$ cat config.mk
export PLATFORM = sky130hd
export DESIGN_NAME = fifo_word_reader
export DESIGN_NICKNAME = d
export VERILOG_FILES = /design/src/rtl/fifo_word_reader_pkg.sv /design/src/rtl/fifo_word_reader.sv
export SDC_FILE = /design/constraint.sdc
export NUM_CORES = 1
export LEC_CHECK = 0
export BUFFER_PORTS_ARGS = -buffer_cell sky130_fd_sc_hd__buf_2
export CELL_PAD_IN_SITES_DETAIL_PLACEMENT = 2
export CELL_PAD_IN_SITES_GLOBAL_PLACEMENT = 2
export CORE_MARGIN = 10
export CORE_UTILIZATION = 30
export CTS_CLUSTER_SIZE = 24
export DETAILED_ROUTE_END_ITERATION = 6
export PLACE_DENSITY_LB_ADDON = 0.1
export SLEW_MARGIN = 15
export SYNTH_ARGS = -nofsm -noshare
export SYNTH_HDL_FRONTEND = slang
export SYNTH_SLANG_ARGS = --single-unit
$ cat constraint.sdc
create_clock -name clk -period 2.19 [get_ports clk]
set_input_delay 0.438 -clock clk [delete_from_list [all_inputs] [get_ports clk]]
set_output_delay 0.438 -clock clk [all_outputs]
set_load 0.01 [all_outputs]
$ cat src/rtl/fifo_word_reader_pkg.sv
// rtl/fifo_word_reader_pkg.sv - shared types and constants for the FIFO word reader
package fifo_word_reader_pkg;

  localparam int BYTE_W = 8;

  typedef enum logic {
    FILL = 1'b0,
    HOLD = 1'b1
  } state_e;

endpackage

$ cat src/rtl/fifo_word_reader.sv
// rtl/fifo_word_reader.sv - packs bytes popped from a byte FIFO into little-endian words
module fifo_word_reader
  import fifo_word_reader_pkg::*;
#(
  parameter int NBYTES = 4,
  parameter int BW     = $clog2(NBYTES) + 1
) (
  input  logic                     clk,
  input  logic                     rst_n,
  input  logic                     fifo_empty,
  input  logic [BYTE_W-1:0]        fifo_data,
  output logic                     fifo_rd,
  input  logic                     flush,
  output logic [BYTE_W*NBYTES-1:0] word_data,
  output logic [BW-1:0]            word_bytes,
  output logic                     word_valid,
  input  logic                     word_ready,
  output logic                     busy
);

  state_e                     state_q, state_d;
  logic [BW-1:0]              captured_q, captured_d;
  logic                       rd_q;
  logic                       flush_pend_q, flush_pend_d;
  logic [BYTE_W*NBYTES-1:0]   word_data_q, word_data_d;
  logic [BW-1:0]              word_bytes_q, word_bytes_d;
  logic                       word_valid_q, word_valid_d;
  // Low for the first cycle after reset release so no pop is issued in that cycle.
  logic                       armed_q;
  logic [BW-1:0]              issued;
  logic [BW-1:0]              cap_next;

  always_comb begin
    issued  = captured_q + BW'(rd_q);
    fifo_rd = rst_n && armed_q && (state_q == FILL) && !fifo_empty &&
              (issued < BW'(NBYTES)) && !flush_pend_q;
  end

  always_comb begin
    state_d      = state_q;
    captured_d   = captured_q;
    flush_pend_d = flush_pend_q;
    word_data_d  = word_data_q;
    word_bytes_d = word_bytes_q;
    word_valid_d = word_valid_q;
    cap_next     = captured_q + BW'(1);

    case (state_q)
      FILL: begin
        if (rd_q) begin
          word_data_d[int'(captured_q)*BYTE_W +: BYTE_W] = fifo_data;
          captured_d = cap_next;
        end

        if (rd_q && (cap_next == BW'(NBYTES))) begin
          state_d      = HOLD;
          word_valid_d = 1'b1;
          word_bytes_d = BW'(NBYTES);
          flush_pend_d = 1'b0;
        end else if (flush_pend_q && !rd_q) begin
          state_d      = HOLD;
          word_valid_d = 1'b1;
          word_bytes_d = captured_q;
          flush_pend_d = 1'b0;
        end else if (flush && (issued != '0)) begin
          // A byte still on its way (in flight or popped this cycle) must land before HOLD.
          if (rd_q || fifo_rd) begin
            flush_pend_d = 1'b1;
          end else begin
            state_d      = HOLD;
            word_valid_d = 1'b1;
            word_bytes_d = captured_q;
            flush_pend_d = 1'b0;
          end
        end
      end

      HOLD: begin
        if (word_ready) begin
          state_d      = FILL;
          captured_d   = '0;
          word_data_d  = '0;
          word_bytes_d = '0;
          word_valid_d = 1'b0;
        end
      end

      default: state_d = FILL;
    endcase
  end

  always_ff @(posedge clk or negedge rst_n) begin
    if (!rst_n) begin
      state_q      <= FILL;
      captured_q   <= '0;
      rd_q         <= 1'b0;
      flush_pend_q <= 1'b0;
      word_data_q  <= '0;
      word_bytes_q <= '0;
      word_valid_q <= 1'b0;
      armed_q      <= 1'b0;
    end else begin
      state_q      <= state_d;
      captured_q   <= captured_d;
      rd_q         <= fifo_rd;
      flush_pend_q <= flush_pend_d;
      word_data_q  <= word_data_d;
      word_bytes_q <= word_bytes_d;
      word_valid_q <= word_valid_d;
      armed_q      <= 1'b1;
    end
  end

  assign word_data  = word_data_q;
  assign word_bytes = word_bytes_q;
  assign word_valid = word_valid_q;
  assign busy       = !((state_q == FILL) && (captured_q == '0));

endmodule

==> flow_metrics.tcl, run 1 <==
set metrics [dict create \
    row_count 29 \
    setup_viol 0 \
    multiInputGateArea_um2 911 \
    grt_overflow 0 \
    route.detailed.drc 0 \
    cp-endpoint "word_data[26]$_DFFE_PN0P_" \
    clk_latency_ns 0.30 \
    hold_violations 0 \
    slew_violations 0 \
    dr.pass1.iters 4 \
    grt_pass1_vias 1900 \
    timing.fmax_mhz 472 \
    synth_area_um2 2040 \
    irDropWorstVdd_uv 358 \
    period_share 0.968 \
    placed_cell_area_um2 2400 \
    drive_gt1_frac 0.362 \
    synth.net_count 201 \
    dp_slack_ns -0.107 \
    crit_arrival_ns 2.36 \
    synthCells 180 \
    drt_first_iter_violations 51 \
    synth_seq_cells 43 \
    worstSetupStartpoint "captured_q[0]$_DFFE_PN0P_" \
    path_max_fanout 5 \
    seqCellArea_um2 1080 \
    worst_slew_pin_slew_ns 0.558 \
    fin_util 0.403 \
    grt_first_pass_wirelength_um 10300 \
    finalInstanceArea_um2 2620 \
    cp-end-kind "register" \
    seq_area_frac_synth 0.527 \
    num_io_pins 51 \
    setup_tns_ns 0 \
    wl_um 6620 \
    antenna_found_initial 0 \
    hp-class "input port to asynchronous set/reset pin" \
    slew_headroom 0.628 \
    reg2reg_to "word_data[26]$_DFFE_PN0P_" \
    core_area_um2 6490 \
    clkTransAtPathRegs_ns 0.09 \
    clock_sinks 43 \
    final_nets 266 \
    antenna_left 0 \
    cp.required_ns 2.43 \
    startpoint_type "register" \
    vias 1669 \
    p_leak_uw 0.00136 \
    cap_violations 0 \
    netlist-cell-type-count 40 \
    antenna_cells 0 \
    layout_min_cycle_time_ns 2.12 \
    clock_skew_ns 0.00761 \
    htree_levels 2 \
    cts-root-buf "clkbuf_8" \
    avgSynthCellArea_um2 11.3 \
    vias_per_cell 5.17 \
    start_util 0.314 \
    port_buffers 50 \
    r2r_start "captured_q[0]$_DFFE_PN0P_" \
    status "completed" \
    syn_to_final_growth_pct 28.3 \
    path_class "register to register" \
    grt_max_degree 44 \
    dp_cells 307 \
    rrSetupSlack_ns 0.07 \
    cts_tree "yes" \
    final_common_cell "buf_2" \
    powerDensity_nw_per_um2 1030 \
    grt_usage 0.126 \
    fill_cells 685 \
    wl_per_cell_um 20.5 \
    clk_path_buf_depth 2 \
    finalNonFillerCells 323 \
    fin_ws_ns 0.0698 \
    reg2reg_depth 8 \
    dieArea_um2 10500 \
    yosys_warnings 0 \
    cts_buffers 5 \
    dp_hpwl_um 4940 \
    layout_common_cells "buf_2 (50), dfrtp_1 (43), a22o_1 (22), buf_4 (18), nand2_1 (16)" \
    fp.dieH_um 102 \
    fp.dieW_um 102 \
    routabilityCongestion 0.804 \
]
-- cell usage after synthesis (all sizes together) --
library cell / instances / area, µm²
a2bb2oi: 1 / 8.76
inv: 10 / 37.5
a211o: 1 / 8.76
nand3b: 2 / 15.0
and2: 2 / 12.5
xnor2: 2 / 17.5
nor3: 2 / 15.0
xor2: 1 / 8.76
conb: 1 / 3.75
dfrtp: 43 / 1080
nand2b: 2 / 12.5
mux2i: 2 / 20.0
nor2b: 3 / 26.3
a22o: 22 / 193
o211ai: 7 / 52.6
nand2: 17 / 63.8
o21ai: 10 / 50.1
ha: 8 / 100
a21oi: 3 / 15.0
buf: 8 / 51.3
or2: 1 / 6.26
clkbuf: 2 / 7.51
o22ai: 3 / 18.8
and3b: 1 / 8.76
nor4b: 3 / 47.5
o31ai: 1 / 7.51
nor2: 4 / 15.0
and3: 1 / 6.26
o22a: 1 / 8.76
nand3: 8 / 40.0
a31oi: 8 / 86.3
-- layout make-up --
class / instances / area share
Sequential cell: 43 / 0.411
Multi-Input combinational cell: 117 / 0.348
Timing Repair Buffer: 68 / 0.147
Tap cell: 77 / 0.0368
Clock buffer: 5 / 0.0263
Clock inverter: 3 / 0.0167
Inverter: 10 / 0.0143
-- repair_timing --
action | CTS | global route
buffers inserted | 4 | 4
pin swaps | 3 | 3
hold buffers | 0 | 0
gates resized for setup | 3 | 6
setup endpoints to repair | 23 | 26
-- cell families (layout without fill, tap and decap cells) --
family	Yosys count	in the layout	share of synthesized area
other	1	1	0.00184
and+or+nand+nor	46	46	0.132
xor gates and xnor gates	3	3	0.0129
DFF	43	43	0.527
muxes	2	2	0.00981
buffers and inverters	20	86	0.0472
AOI/OAI and AO/OA	57	57	0.220
adders and majority gates	8	8	0.0491
-- worst max-delay path: stages (launching register included) --
cell     delay [ns]
dfrtp_1        0.41
inv_1          0.09
ha_2           0.20
ha_4           0.27
nor2b_4        0.27
a31oi_4        0.17
nor4b_4        0.31
buf_4          0.20
a22o_1         0.14
-- metal layers --
layer	vias to the layer above	global-route usage	wire, µm
met2	36	0.192	3140
met5	-	0	0
met1	849	0.166	3050
met4	0	0.0401	46
met3	5	0.0378	383
li1	779	-	-
-- how the worst min path moves through the flow --
stage / startpoint / endpoint / slack (ns) / cells past startpoint
3_5_place_dp: word_data[18]$_DFFE_PN0P_ / word_data[18]$_DFFE_PN0P_ / 0.49 / 1
4_1_cts: rst_n / word_data[24]$_DFFE_PN0P_ / 0.25 / 2
2_1_floorplan: rst_n / armed_q$_DFF_PN0_ / 0.14 / 0
6_report: rst_n / flush_pend_q$_DFFE_PN0P_ / 0.22 / 2
5_1_grt: rst_n / flush_pend_q$_DFFE_PN0P_ / 0.27 / 2
3_3_place_gp: word_data[17]$_DFFE_PN0P_ / word_data[17]$_DFFE_PN0P_ / 0.47 / 2
-- per-stage QoR --
stage	total power, µW	hold slack (ns)
global placement	1920	0.469
finish	2690	0.217
floorplan	1630	0.142
global route	2890	0.269
CTS	2630	0.248
detailed placement	1990	0.490
-- flip-flops by register name (all words and copies together) (netlist names) --
| register | flops |
|---|---|
| word_valid | 1 |
| word_data | 32 |
| captured_q | 3 |
| flush_pend_q | 1 |
| rd_q | 1 |
| state_q | 1 |
| word_bytes | 3 |
| armed_q | 1 |
-- power by group --
| part | total (µW) | internal, µW | switching (µW) |
|---|---|---|---|
| sequential | 988 | 901 | 87.1 |
| clock | 625 | 340 | 286 |
| combinational | 1070 | 439 | 634 |
| total | 2690 | 1680 | 1010 |
No activity file was read; power rests on OpenSTA's default activity.
==> run 2: changes to the inputs <==
==> constraint.sdc (replaced) <==
create_clock -name clk -period 2.19 [get_ports clk]
set_input_delay 0.219 -clock clk [delete_from_list [all_inputs] [get_ports clk]]
set_output_delay 0.219 -clock clk [all_outputs]
set_load 0.01 [all_outputs]
==> flow_metrics.tcl, run 2 (synthesis gave the netlist of run 1 again) <==
set metrics [dict create \
    status "completed" \
    clk_path_buf_depth 2 \
    route.detailed.drc 0 \
    irDropWorstVdd_uv 442 \
    fp.dieW_um 102 \
    reg2reg_to "word_bytes[0]$_DFFE_PN0P_" \
    syn_to_final_growth_pct 27.5 \
    cp.required_ns 1.97 \
    crit_chain "buf_4 -> ha_1 -> ha_1 -> xnor2_2 -> and3_4 -> buf_2" \
    antenna_found_initial 0 \
    slew_violations 0 \
    p_leak_uw 0.00134 \
    drive_gt1_frac 0.346 \
    timing.fmax_mhz 465 \
    fp.dieH_um 102 \
    slew_headroom 0.611 \
    period_share 0.982 \
    clkTransAtPathRegs_ns 0.08 \
    fin_ws_ns 0.0397 \
    wl_um 6860 \
    layout_min_cycle_time_ns 2.15 \
    grt_usage 0.130 \
    row_count 29 \
    cp-end-kind "output pin" \
    r2r_start "captured_q[0]$_DFFE_PN0P_" \
    cts-root-buf "clkbuf_8" \
    reg2reg_depth 7 \
    cts_buffers 5 \
    setup_viol 0 \
    powerDensity_nw_per_um2 1020 \
    largest_reg_flops 32 \
    path_class "register to output pin" \
    dieArea_um2 10500 \
    cts_tree "yes" \
    num_io_pins 51 \
    path_max_fanout 10 \
    crit_arrival_ns 1.93 \
    grt_overflow 0 \
    clock_skew_ns 0.00317 \
    worst_slew_pin_slew_ns 0.583 \
    htree_levels 2 \
    port_buffers 50 \
    antenna_left 0 \
    grt_max_degree 44 \
    final_nets 263 \
    wl_per_cell_um 21.4 \
    critPathSlowestCell "dfrtp_1" \
    drt_first_iter_violations 80 \
    critical_path_buf_inv_count 2 \
    core_area_um2 6490 \
    grt_pass1_vias 1857 \
    finalNonFillerCells 320 \
    antenna_cells 0 \
    start_util 0.314 \
    dp_slack_ns 0.0227 \
    hp-class "input port to asynchronous set/reset pin" \
    vias 1715 \
    vias_per_cell 5.36 \
    cap_violations 0 \
    routabilityCongestion 0.732 \
    hold_violations 0 \
    layout_common_cells "buf_2 (50), dfrtp_1 (43), a22o_1 (22), nand2_1 (16), buf_4 (14)" \
    rrSetupSlack_ns 0.06 \
    startpoint_type "register" \
    dr.pass1.iters 4 \
    final_common_cell "buf_2" \
    rsz0062_at_grt "true" \
    dp_cells 306 \
    crit_path_max_incr_delay_ns 0.39 \
    clock_sinks 43 \
    crit_path_frequent_cell "ha_1" \
    grt_first_pass_wirelength_um 10600 \
    hold_buffers 0 \
    cp_top_family "adder cells" \
    dp_hpwl_um 4890 \
    clk_latency_ns 0.30 \
]
==> run 2: final cells by class <==
cell class | count | area, µm²
Inverter | 10 | 37.5
Fill cell | 702 | 3890
Multi-Input combinational cell | 117 | 905
Sequential cell | 43 | 1080
Timing Repair Buffer | 65 | 375
Tap cell | 77 | 96.3
Clock inverter | 3 | 43.8
Clock buffer | 5 | 68.8
==> run 2: where the power goes <==
group / switching, µW / internal [µW]
clock: 292 / 340
combinational: 652 / 400
sequential: 77.0 / 901
==> run 2: stage by stage <==
| step | TNS, ns | hold WS [ns] | power, µW | util | instance area, µm² |
|---|---|---|---|---|---|
| floorplan | 0 | -0.0766 | 1630 | - | 2040 |
| global placement | 0 | 0.337 | 1920 | 0.369 | 2400 |
| detailed placement | 0 | 0.361 | 1980 | 0.369 | 2400 |
| CTS | 0 | 0.0330 | 2640 | 0.388 | 2520 |
| global route | -0.561 | 0.0614 | 2860 | 0.401 | 2600 |
| finish | 0 | 0.00276 | 2660 | 0.401 | 2600 |
==> run 2: how the worst max path moves through the flow <==
stage,startpoint,endpoint,slack [ns],depth (start not counted)
after floorplan,captured_q[0]$_DFFE_PN0P_,word_data[24]$_DFFE_PN0P_,0.03,8
after global placement,captured_q[0]$_DFFE_PN0P_,word_data[23]$_DFFE_PN0P_,0.21,7
after detailed placement,captured_q[0]$_DFFE_PN0P_,word_data[30]$_DFFE_PN0P_,0.02,7
after CTS,captured_q[0]$_DFFE_PN0P_,fifo_rd,0.002,6
after global routing,captured_q[0]$_DFFE_PN0P_,word_data[24]$_DFFE_PN0P_,-0.08,8
final,captured_q[0]$_DFFE_PN0P_,fifo_rd,0.04,6
==> run 2: per-layer routing <==
metal / vias up / track usage / share of wire
li1: 775 / - / -
met1: 891 / 0.175 / 0.47
met2: 42 / 0.200 / 0.46
met3: 7 / 0.0371 / 0.060
met4: 0 / 0.0325 / 0.0087
met5: - / 0 / 0
==> run 2: what timing repair did <==
| item | 4_1_cts | 5_1_grt |
|---|---|---|
| hold endpoints to repair | 0 | 0 |
| resized for setup | 2 | 6 |
| buffers inserted | 0 | 6 |
| pin swaps | 0 | 6 |
| setup endpoints to repair | 1 | 27 |
==> run 3: changes to the inputs <==
--- a/config.mk
+++ b/config.mk
@@ -9,7 +9,8 @@
 export CELL_PAD_IN_SITES_DETAIL_PLACEMENT = 2
 export CELL_PAD_IN_SITES_GLOBAL_PLACEMENT = 2
 export CORE_MARGIN = 10
-export CORE_UTILIZATION = 30
+export CORE_UTILIZATION = 31
+export CTS_BUF_LIST = sky130_fd_sc_hd__clkbuf_4
 export CTS_CLUSTER_SIZE = 24
 export DETAILED_ROUTE_END_ITERATION = 6
 export PLACE_DENSITY_LB_ADDON = 0.1
==> flow_metrics.tcl, run 3 (synthesis gave the netlist of run 1 again) <==
set metrics [dict create \
    status "completed" \
    grt_max_degree 44 \
    row_count 29 \
    routabilityCongestion 0.753 \
    clock_sinks 43 \
    largest_reg_flops 32 \
    finalInstanceArea_um2 2520 \
    grt_overflow 0 \
    grt_pass1_vias 1904 \
    period_share 0.960 \
    hold_end "word_data[30]$_DFFE_PN0P_" \
    wl_um 6140 \
    layout_common_cells "buf_2 (50), dfrtp_1 (43), a22o_1 (22), nand2_1 (17), buf_4 (11)" \
    clk_path_buf_depth 2 \
    cts_tree "yes" \
    cts_buffers 5 \
    syn_to_final_growth_pct 23.5 \
    antenna_cells 0 \
    vias_per_cell 5.16 \
    fp.dieW_um 101 \
    fp.dieH_um 101 \
    drive_gt1_frac 0.344 \
    path_class "register to register" \
    core_area_um2 6390 \
    rrSetupSlack_ns 0.09 \
    port_buffers 50 \
    drt_first_iter_violations 40 \
    crit_path_frequent_cell "ha_1" \
    placed_cell_area_um2 2400 \
    critPathSlowestCell "dfrtp_1" \
    setup_tns_ns 0 \
    cap_violations 0 \
    crit_arrival_ns 2.37 \
    hold_ws_ns 0.155 \
    cts-root-buf "clkbuf_4" \
    reg2reg_to "word_bytes[1]$_DFFE_PN0P_" \
    rsz0062_at_grt "false" \
    hold_depth 2 \
    hp-start "fifo_data[6]" \
    htree_levels 2 \
    reg2reg_depth 8 \
    fin_ws_ns 0.0869 \
    power_uw 2380 \
    crit_chain "buf_6 -> ha_1 -> ha_1 -> xnor2_2 -> buf_4 -> a211o_4 -> or2_4 -> o211ai_1" \
    top_usage_layer "met2" \
    wl_per_cell_um 19.3 \
    clock_skew_ns 0.00802 \
    irDropWorstVdd_uv 334 \
    met2_usage 0.196 \
    grt_use_met3 0.0340 \
    startpoint_type "register" \
    powerDensity_nw_per_um2 942 \
    final_nets 261 \
    num_io_pins 51 \
    dp_slack_ns 0.0243 \
    slew_headroom 0.623 \
    r2r_start "captured_q[0]$_DFFE_PN0P_" \
    route.detailed.drc 0 \
    clk_latency_ns 0.34 \
    worst_slew_pin_slew_ns 0.563 \
    use_met1 0.164 \
    dp_hpwl_um 4730 \
    dieArea_um2 10200 \
    grt_first_pass_wirelength_um 10300 \
    hp-class "input port to register" \
    timing.fmax_mhz 475 \
    layout_min_cycle_time_ns 2.10 \
    final_common_cell "buf_2" \
    path_max_fanout 10 \
    dr.pass1.iters 4 \
    slew_violations 0 \
    grt_usage 0.124 \
    crit_path_max_incr_delay_ns 0.41 \
    hold_violations 0 \
    cp.required_ns 2.45 \
    setup_viol 0 \
    start_util 0.320 \
    clkTransAtPathRegs_ns 0.12 \
    p_leak_uw 0.00129 \
    antenna_found_initial 0 \
    antenna_left 0 \
    cp-end-kind "register" \
    vias 1640 \
]
## run 3: critical path, delay by kind of cell, from the launching register on
| family | cells | cell delay (ns) |
|---|---|---|
| compound gates | 2 | 0.52 |
| xor+xnor | 1 | 0.15 |
| fa+ha+maj | 2 | 0.40 |
| buf+inv | 2 | 0.30 |
| flops | 1 | 0.41 |
| simple gates | 1 | 0.25 |
## run 3: worst max path at each step
stage / from / to / slack [ns] / cells after the start
2_1_floorplan: captured_q[0]$_DFFE_PN0P_ / word_data[24]$_DFFE_PN0P_ / 0.03 / 8
3_3_place_gp: captured_q[0]$_DFFE_PN0P_ / word_data[23]$_DFFE_PN0P_ / 0.18 / 7
3_5_place_dp: captured_q[0]$_DFFE_PN0P_ / word_data[25]$_DFFE_PN0P_ / 0.02 / 7
4_1_cts: captured_q[0]$_DFFE_PN0P_ / word_data[25]$_DFFE_PN0P_ / 0.01 / 7
5_1_grt: captured_q[1]$_DFFE_PN0P_ / word_data[4]$_DFFE_PN0P_ / 0.009 / 8
6_report: captured_q[0]$_DFFE_PN0P_ / word_bytes[1]$_DFFE_PN0P_ / 0.09 / 8
## run 3: report_power, final
group / internal (µW) / switching (µW) / leakage, µW
Clock: 150 / 243 / 0.0000361
Sequential: 900 / 96.3 / 0.000591
Combinational: 397 / 588 / 0.000662
Total: 1450 / 928 / 0.00129
## run 3: what timing repair did
item,in CTS,in global routing
pin swaps,2,3
endpoints found under the hold margin,43,0
resized for setup,3,6
hold buffers,1,0
setup endpoints to repair,1,20
buffers inserted,1,2
## run 3: through the flow
step                      utilization  std cells
after detailed placement        0.375        306
final                           0.395        318
after floorplan                     -        180
after CTS                       0.389        316
after global routing            0.395        318
after global placement          0.375        306
## run 3: final cells by class
cell class	count	area, µm²
multi-input combinational	117	900
inverter	10	37.5
timing repair buffer	63	354
clock buffer	7	52.6
clock inverter	1	5.00
sequential	43	1080
tap	77	96.3
fill	707	3860
## run 3: routing by layer
metal,vias up,part of all wire
met2,30,0.49
met3,2,0.048
met1,841,0.46
met4,0,0.0031
li1,767,-
met5,-,0
